===== src/rtl/right_shift_seq_if.sv =====
`default_nettype none
// ============================================================================
// Module      : right_shift_seq_if
// Description : Request/result bundle for the multi-cycle right shifter.
//               The master issues start/operand/mode. The slave returns the
//               result, the LOST flag, busy and the done strobe.
// Revision    : 1.0 - initial release
// ============================================================================
interface right_shift_seq_if #(
  parameter int WIDTH = 16,
  parameter int SHW   = 4
);
  logic             start;
  logic [WIDTH-1:0] A;
  logic [SHW-1:0]   SH;
  logic             ARITH;
  logic             ROT;
  logic [WIDTH-1:0] Y;
  logic             LOST;
  logic             busy;
  logic             done;

  modport master (
    output start, A, SH, ARITH, ROT,
    input  Y, LOST, busy, done
  );

  modport slave (
    input  start, A, SH, ARITH, ROT,
    output Y, LOST, busy, done
  );
endinterface
`default_nettype wire


===== src/rtl/right_shift_seq.sv =====
`default_nettype none
// ============================================================================
// Module      : right_shift_seq
// Description : Multi-cycle right shifter. It shifts one bit per clock and
//               supports logical or arithmetic fill. Y is the result. LOST is
//               set when any 1 bit was shifted out. done pulses for one cycle
//               when Y and LOST become valid.
//               Optional macro ROTATE_EN: builds the rotate-right mode, which
//               is selected by ROT. When the macro is undefined, ROT is
//               ignored.
// Revision    : 1.0 - initial release
// ============================================================================
module right_shift_seq #(
  parameter int WIDTH = 16,
  parameter int SHW   = 4
) (
  input  wire logic        clk,
  input  wire logic        rst_n,
  right_shift_seq_if.slave bus
);

  typedef enum logic [1:0] {
    S_IDLE  = 2'd0,
    S_SHIFT = 2'd1,
    S_DONE  = 2'd2
  } state_t;

  localparam logic [SHW-1:0] c_ONE = {{(SHW-1){1'b0}}, 1'b1};

  state_t           state_q, state_d;
  logic [WIDTH-1:0] work_q,  work_d;
  logic [SHW-1:0]   count_q, count_d;
  logic             lost_q,  lost_d;   // running OR of bits shifted out
  logic             arith_q, arith_d;
  logic             rot_q,   rot_d;
  logic [WIDTH-1:0] y_q,     y_d;      // published result
  logic             lsto_q,  lsto_d;   // published LOST

  logic             w_fill;
  logic             w_lost_bit;
  logic [WIDTH-1:0] w_shifted;

  // Select the MSB fill bit and the loss contribution for the current mode.
`ifdef ROTATE_EN
  always_comb begin
    w_fill     = rot_q ? work_q[0] : (arith_q ? work_q[WIDTH-1] : 1'b0);
    w_lost_bit = rot_q ? 1'b0 : work_q[0];
  end
`else
  always_comb begin
    w_fill     = arith_q ? work_q[WIDTH-1] : 1'b0;
    w_lost_bit = work_q[0];
  end
`endif

  assign w_shifted = {w_fill, work_q[WIDTH-1:1]};

  // Next-state logic: capture on start, shift in SHIFT, and publish on entry
  // to DONE.
  always_comb begin
    state_d = state_q;
    work_d  = work_q;
    count_d = count_q;
    lost_d  = lost_q;
    arith_d = arith_q;
    rot_d   = rot_q;
    y_d     = y_q;
    lsto_d  = lsto_q;
    unique case (state_q)
      S_IDLE: begin
        if (bus.start) begin
          work_d  = bus.A;
          count_d = bus.SH;
          arith_d = bus.ARITH;
`ifdef ROTATE_EN
          rot_d   = bus.ROT;
`else
          rot_d   = 1'b0;
`endif
          lost_d  = 1'b0;
          if (bus.SH == '0) begin
            // A zero shift publishes the operand unchanged.
            state_d = S_DONE;
            y_d     = bus.A;
            lsto_d  = 1'b0;
          end else begin
            state_d = S_SHIFT;
          end
        end
      end
      S_SHIFT: begin
        work_d  = w_shifted;
        lost_d  = lost_q | w_lost_bit;
        count_d = count_q - c_ONE;
        if (count_q == c_ONE) begin
          state_d = S_DONE;
          y_d     = w_shifted;
          lsto_d  = lost_q | w_lost_bit;
        end
      end
      S_DONE: begin
        state_d = S_IDLE;
      end
      default: begin
        state_d = S_IDLE;
      end
    endcase
  end

  // State and datapath registers. Reset aborts any operation in flight.
  always_ff @(posedge clk or negedge rst_n) begin
    if (!rst_n) begin
      state_q <= S_IDLE;
      work_q  <= '0;
      count_q <= '0;
      lost_q  <= 1'b0;
      arith_q <= 1'b0;
      rot_q   <= 1'b0;
      y_q     <= '0;
      lsto_q  <= 1'b0;
    end else begin
      state_q <= state_d;
      work_q  <= work_d;
      count_q <= count_d;
      lost_q  <= lost_d;
      arith_q <= arith_d;
      rot_q   <= rot_d;
      y_q     <= y_d;
      lsto_q  <= lsto_d;
    end
  end

  assign bus.Y    = y_q;
  assign bus.LOST = lsto_q;
  assign bus.busy = (state_q == S_SHIFT);
  assign bus.done = (state_q == S_DONE);

endmodule
`default_nettype wire


===== src/flat_wrapper.sv =====
// flat-port wrapper written by rule: the top's interface ports become plain ports
module right_shift_seq_flat 
#(
  parameter int WIDTH = 16,
  parameter int SHW   = 4
)
  (clk, rst_n, bus_start, bus_A, bus_SH, bus_ARITH, bus_ROT, bus_Y, bus_LOST, bus_busy, bus_done);
  right_shift_seq_if #(.WIDTH(WIDTH), .SHW(SHW)) bus_i ();
  input  wire logic clk;
  input  wire logic rst_n;
  input wire logic [$bits(bus_i.start)-1:0] bus_start;
  input wire logic [$bits(bus_i.A)-1:0] bus_A;
  input wire logic [$bits(bus_i.SH)-1:0] bus_SH;
  input wire logic [$bits(bus_i.ARITH)-1:0] bus_ARITH;
  input wire logic [$bits(bus_i.ROT)-1:0] bus_ROT;
  output wire logic [$bits(bus_i.Y)-1:0] bus_Y;
  output wire logic [$bits(bus_i.LOST)-1:0] bus_LOST;
  output wire logic [$bits(bus_i.busy)-1:0] bus_busy;
  output wire logic [$bits(bus_i.done)-1:0] bus_done;
  assign bus_i.start = bus_start;
  assign bus_i.A = bus_A;
  assign bus_i.SH = bus_SH;
  assign bus_i.ARITH = bus_ARITH;
  assign bus_i.ROT = bus_ROT;
  assign bus_Y = bus_i.Y;
  assign bus_LOST = bus_i.LOST;
  assign bus_busy = bus_i.busy;
  assign bus_done = bus_i.done;
  right_shift_seq #(.WIDTH(WIDTH), .SHW(SHW)) u_core (.clk(clk), .rst_n(rst_n), .bus(bus_i));
endmodule

===== config.mk =====
export PLATFORM = sky130hd
export DESIGN_NAME = right_shift_seq_flat
export DESIGN_NICKNAME = d
export VERILOG_FILES = /design/src/rtl/right_shift_seq_if.sv /design/src/rtl/right_shift_seq.sv /design/src/flat_wrapper.sv
export SDC_FILE = /design/constraint.sdc
export NUM_CORES = 1
export LEC_CHECK = 0
export ABC_AREA = 0
export CORE_MARGIN = 2
export CORE_UTILIZATION = 48
export DETAILED_ROUTE_END_ITERATION = 8
export PLACE_DENSITY = 0.8
export SLEW_MARGIN = 20
export SYNTH_ARGS = -nofsm -noshare
export SYNTH_HDL_FRONTEND = slang
export SYNTH_SLANG_ARGS = --single-unit

===== constraint.sdc =====
create_clock -name clk -period 1.7 [get_ports clk]
set_input_delay 0.34 -clock clk [delete_from_list [all_inputs] [get_ports clk]]
set_output_delay 0.34 -clock clk [all_outputs]
set_load 0.05 [all_outputs]

==> run metrics <==
I/O pin cnt 44; Finish-stage setup viols 0; CTS tree yes; first-pass GRT wire length 6380 microns; root buf cell clkbuf_8; Slew Viols, Final 0; post-route insts no fill 263; post-synthesis cell area 0.00188 sq mm; row cnt 22; grt total ovfl 0; post-synthesis sequential area ratio 0.544; core area 0.00372 sq mm; maximum clock path buffer count 2; reg2reg setup slack 40 ps; Synth Flop Type dfrtp_1; period utilization 0.976; GR Util met2 0.334; yosys warns 0; fin area 0.00257 sq mm; crit path launch type flip-flop; pwr dens 2030 mW/mm^2; commonest non-fill, non-tap cells in the layout dfrtp_1 (40), buf_4 (32), clkdlybuf4s50_1 (22); Yosys cell types 33; Max Cap Viol 0; share of layout cells above drive strength 1 0.349; placed cells 252; M3 GR Usage 0.0304; reg-to-reg startpoint u_core.state_q[1]; clk sink count 41; H-tree Lvls 2; max frequency 0.603 GHz; Crit. Startpoint u_core.state_q[1]; Crit Path Max Fanout 7; status complete, no violations; crit path capture type flip-flop; area leader, netlist dfrtp_1; kind of critical path flip-flop to flip-flop; Tightest Hold Check Type input port to asynchronous set/reset pin; die height 66.7 microns; drt total wl 4030 microns; CTS clk-pin slew, worst paths 70 ps; EDFF count, synth 0; DR vias/cell 5.06; Area Overhead vs Synth 36.5%; DR vias 1330; Mapped Nets 180; Post-DP Area 0.00241 sq mm; First-pass DRT Iterations 4; WL/cell 15.3 microns; worst vdd ir 0.00114 V; Die X 66.7 microns; Critical Path RT 1870 ps; DRT iter0 DRCs 69; synth top area cells dfrtp_1 (54%), mux2_2 (12%), mux2i_1 (11%), nand2_1 (3.4%), o21ai_0 (2.7%); Final Hold Fails 0; ANT nets after route 0; Initial Util 0.507; GRT Resource Usage Total 0.198; GPL Wtd Cong 0.770; Syn Inst Count 153; commonest non-fill, non-tap cell in the layout dfrtp_1; GR Util met1 0.239; grt peak-use layer met2; share of the synthesized area in the top cell type 0.544; # DRC 0; Tightest Pin Transition 324 ps; vias in the first global route 1406; port bufs 42; diode count 0; asr flop ratio synth 1.00; CTS Buf Count 5; minimum clock period 1660 ps; initial antenna violation count 0; post-DP HPWL 2930 microns; largest net degree at the start of global routing 19; Die ar. 0.00444 sq mm; Critical Path AT 1830 ps; slew margin rel. 0.784; Syn Area/Cell 12.3 sq um; clock skew 8.23 ps; Final #Nets 242; worst skew pair latency 290 ps; Leak Pwr 1.21 nW; synthesized flop and latch total 41
[per-stage QoR]
stage               TNS [ps]  hold slack, ps  power, mW   util  worst slack [ps]
floorplan                  0            44.4       3.63      -               160
global placement       -4250             243       4.35  0.647              -288
detailed placement     -4210             253       4.47  0.647              -288
CTS                        0             489       5.19  0.681              7.73
global route           -8.52             515       5.52  0.692             -8.52
finish                     0             477       5.21  0.692              40.8
[final cells by class]
| type | count | area, sq um |
|---|---|---|
| well taps | 48 | 60.1 |
| inverters | 14 | 57.6 |
| repair buffers | 62 | 578 |
| flip-flops and latches | 41 | 1030 |
| multi-input cells | 91 | 762 |
| fillers | 272 | 1140 |
| clock buffers | 7 | 86.3 |
[Yosys cell counts (all sizes together) (2+ instances only)]
library cell  instances
nor3b                 2
o21ai                10
nor2                  2
mux2i                21
dfrtp                41
buf                   6
ha                    2
mux2                 21
inv                  14
nand2                17
[path summary, 6_finish.rpt]
| kind | end | depth (start not counted) |
|---|---|---|
| hold / removal | u_core.work_q[2] | 2 |
| min in group clk | u_core.work_q[7] | 2 |
| setup reg to reg | u_core.bus.Y[13] | 5 |
| max in group asynchronous | u_core.bus.Y[10] | 3 |
| hold reg to reg | u_core.work_q[7] | 2 |
| setup / recovery | u_core.bus.Y[13] | 5 |
[layer usage]
metal / wire length, microns / vias up
li1: - / 641
met1: 1670 / 652
met2: 2120 / 28
met3: 123 / 9
met4: 105 / 0
met5: 0 / -
[sequential cells by signal, indices dropped and copies added (netlist names)]
register,count
u_core.count_q,4
u_core.work_q,16
u_core.state_q,2
u_core.bus.Y,16
u_core.lost_q,1
u_core.arith_q,1
u_core.bus.LOST,1
[cell families (layout without fill, tap and decap cells)]
family          Yosys count  in the layout  synth area share
simple gates             28             28            0.0731
compound gates           18             18            0.0611
mux                      42             42             0.239
buf+inv                  21             83            0.0644
fa+ha+maj                 2              2            0.0133
flops                    41             41             0.544
xor+xnor                  1              1           0.00465
[worst max-delay path, stage by stage, from the launching register on]
cell and delay (ps):
dfrtp_2 420, nand2b_2 220, inv_6 90, buf_4 160, mux2_2 360, mux2_2 280
[repair_timing]
item | 4_1_cts | 5_1_grt
pin swaps | 0 | 2
endpoints found under the setup margin | 6 | 13
hold buffers | 1 | 0
gates resized for setup | 6 | 5
hold endpoints to repair | 13 | 0
buffers inserted | 1 | 2
gates cloned | 0 | 0
[where the power goes]
part | switching [mW] | total (mW) | internal, mW
Combinational | 1.62 | 2.84 | 1.22
Sequential | 0.303 | 1.76 | 1.46
Clock | 0.296 | 0.617 | 0.322
Total | 2.21 | 5.21 | 3.00
(Power assumes the default switching activity.)
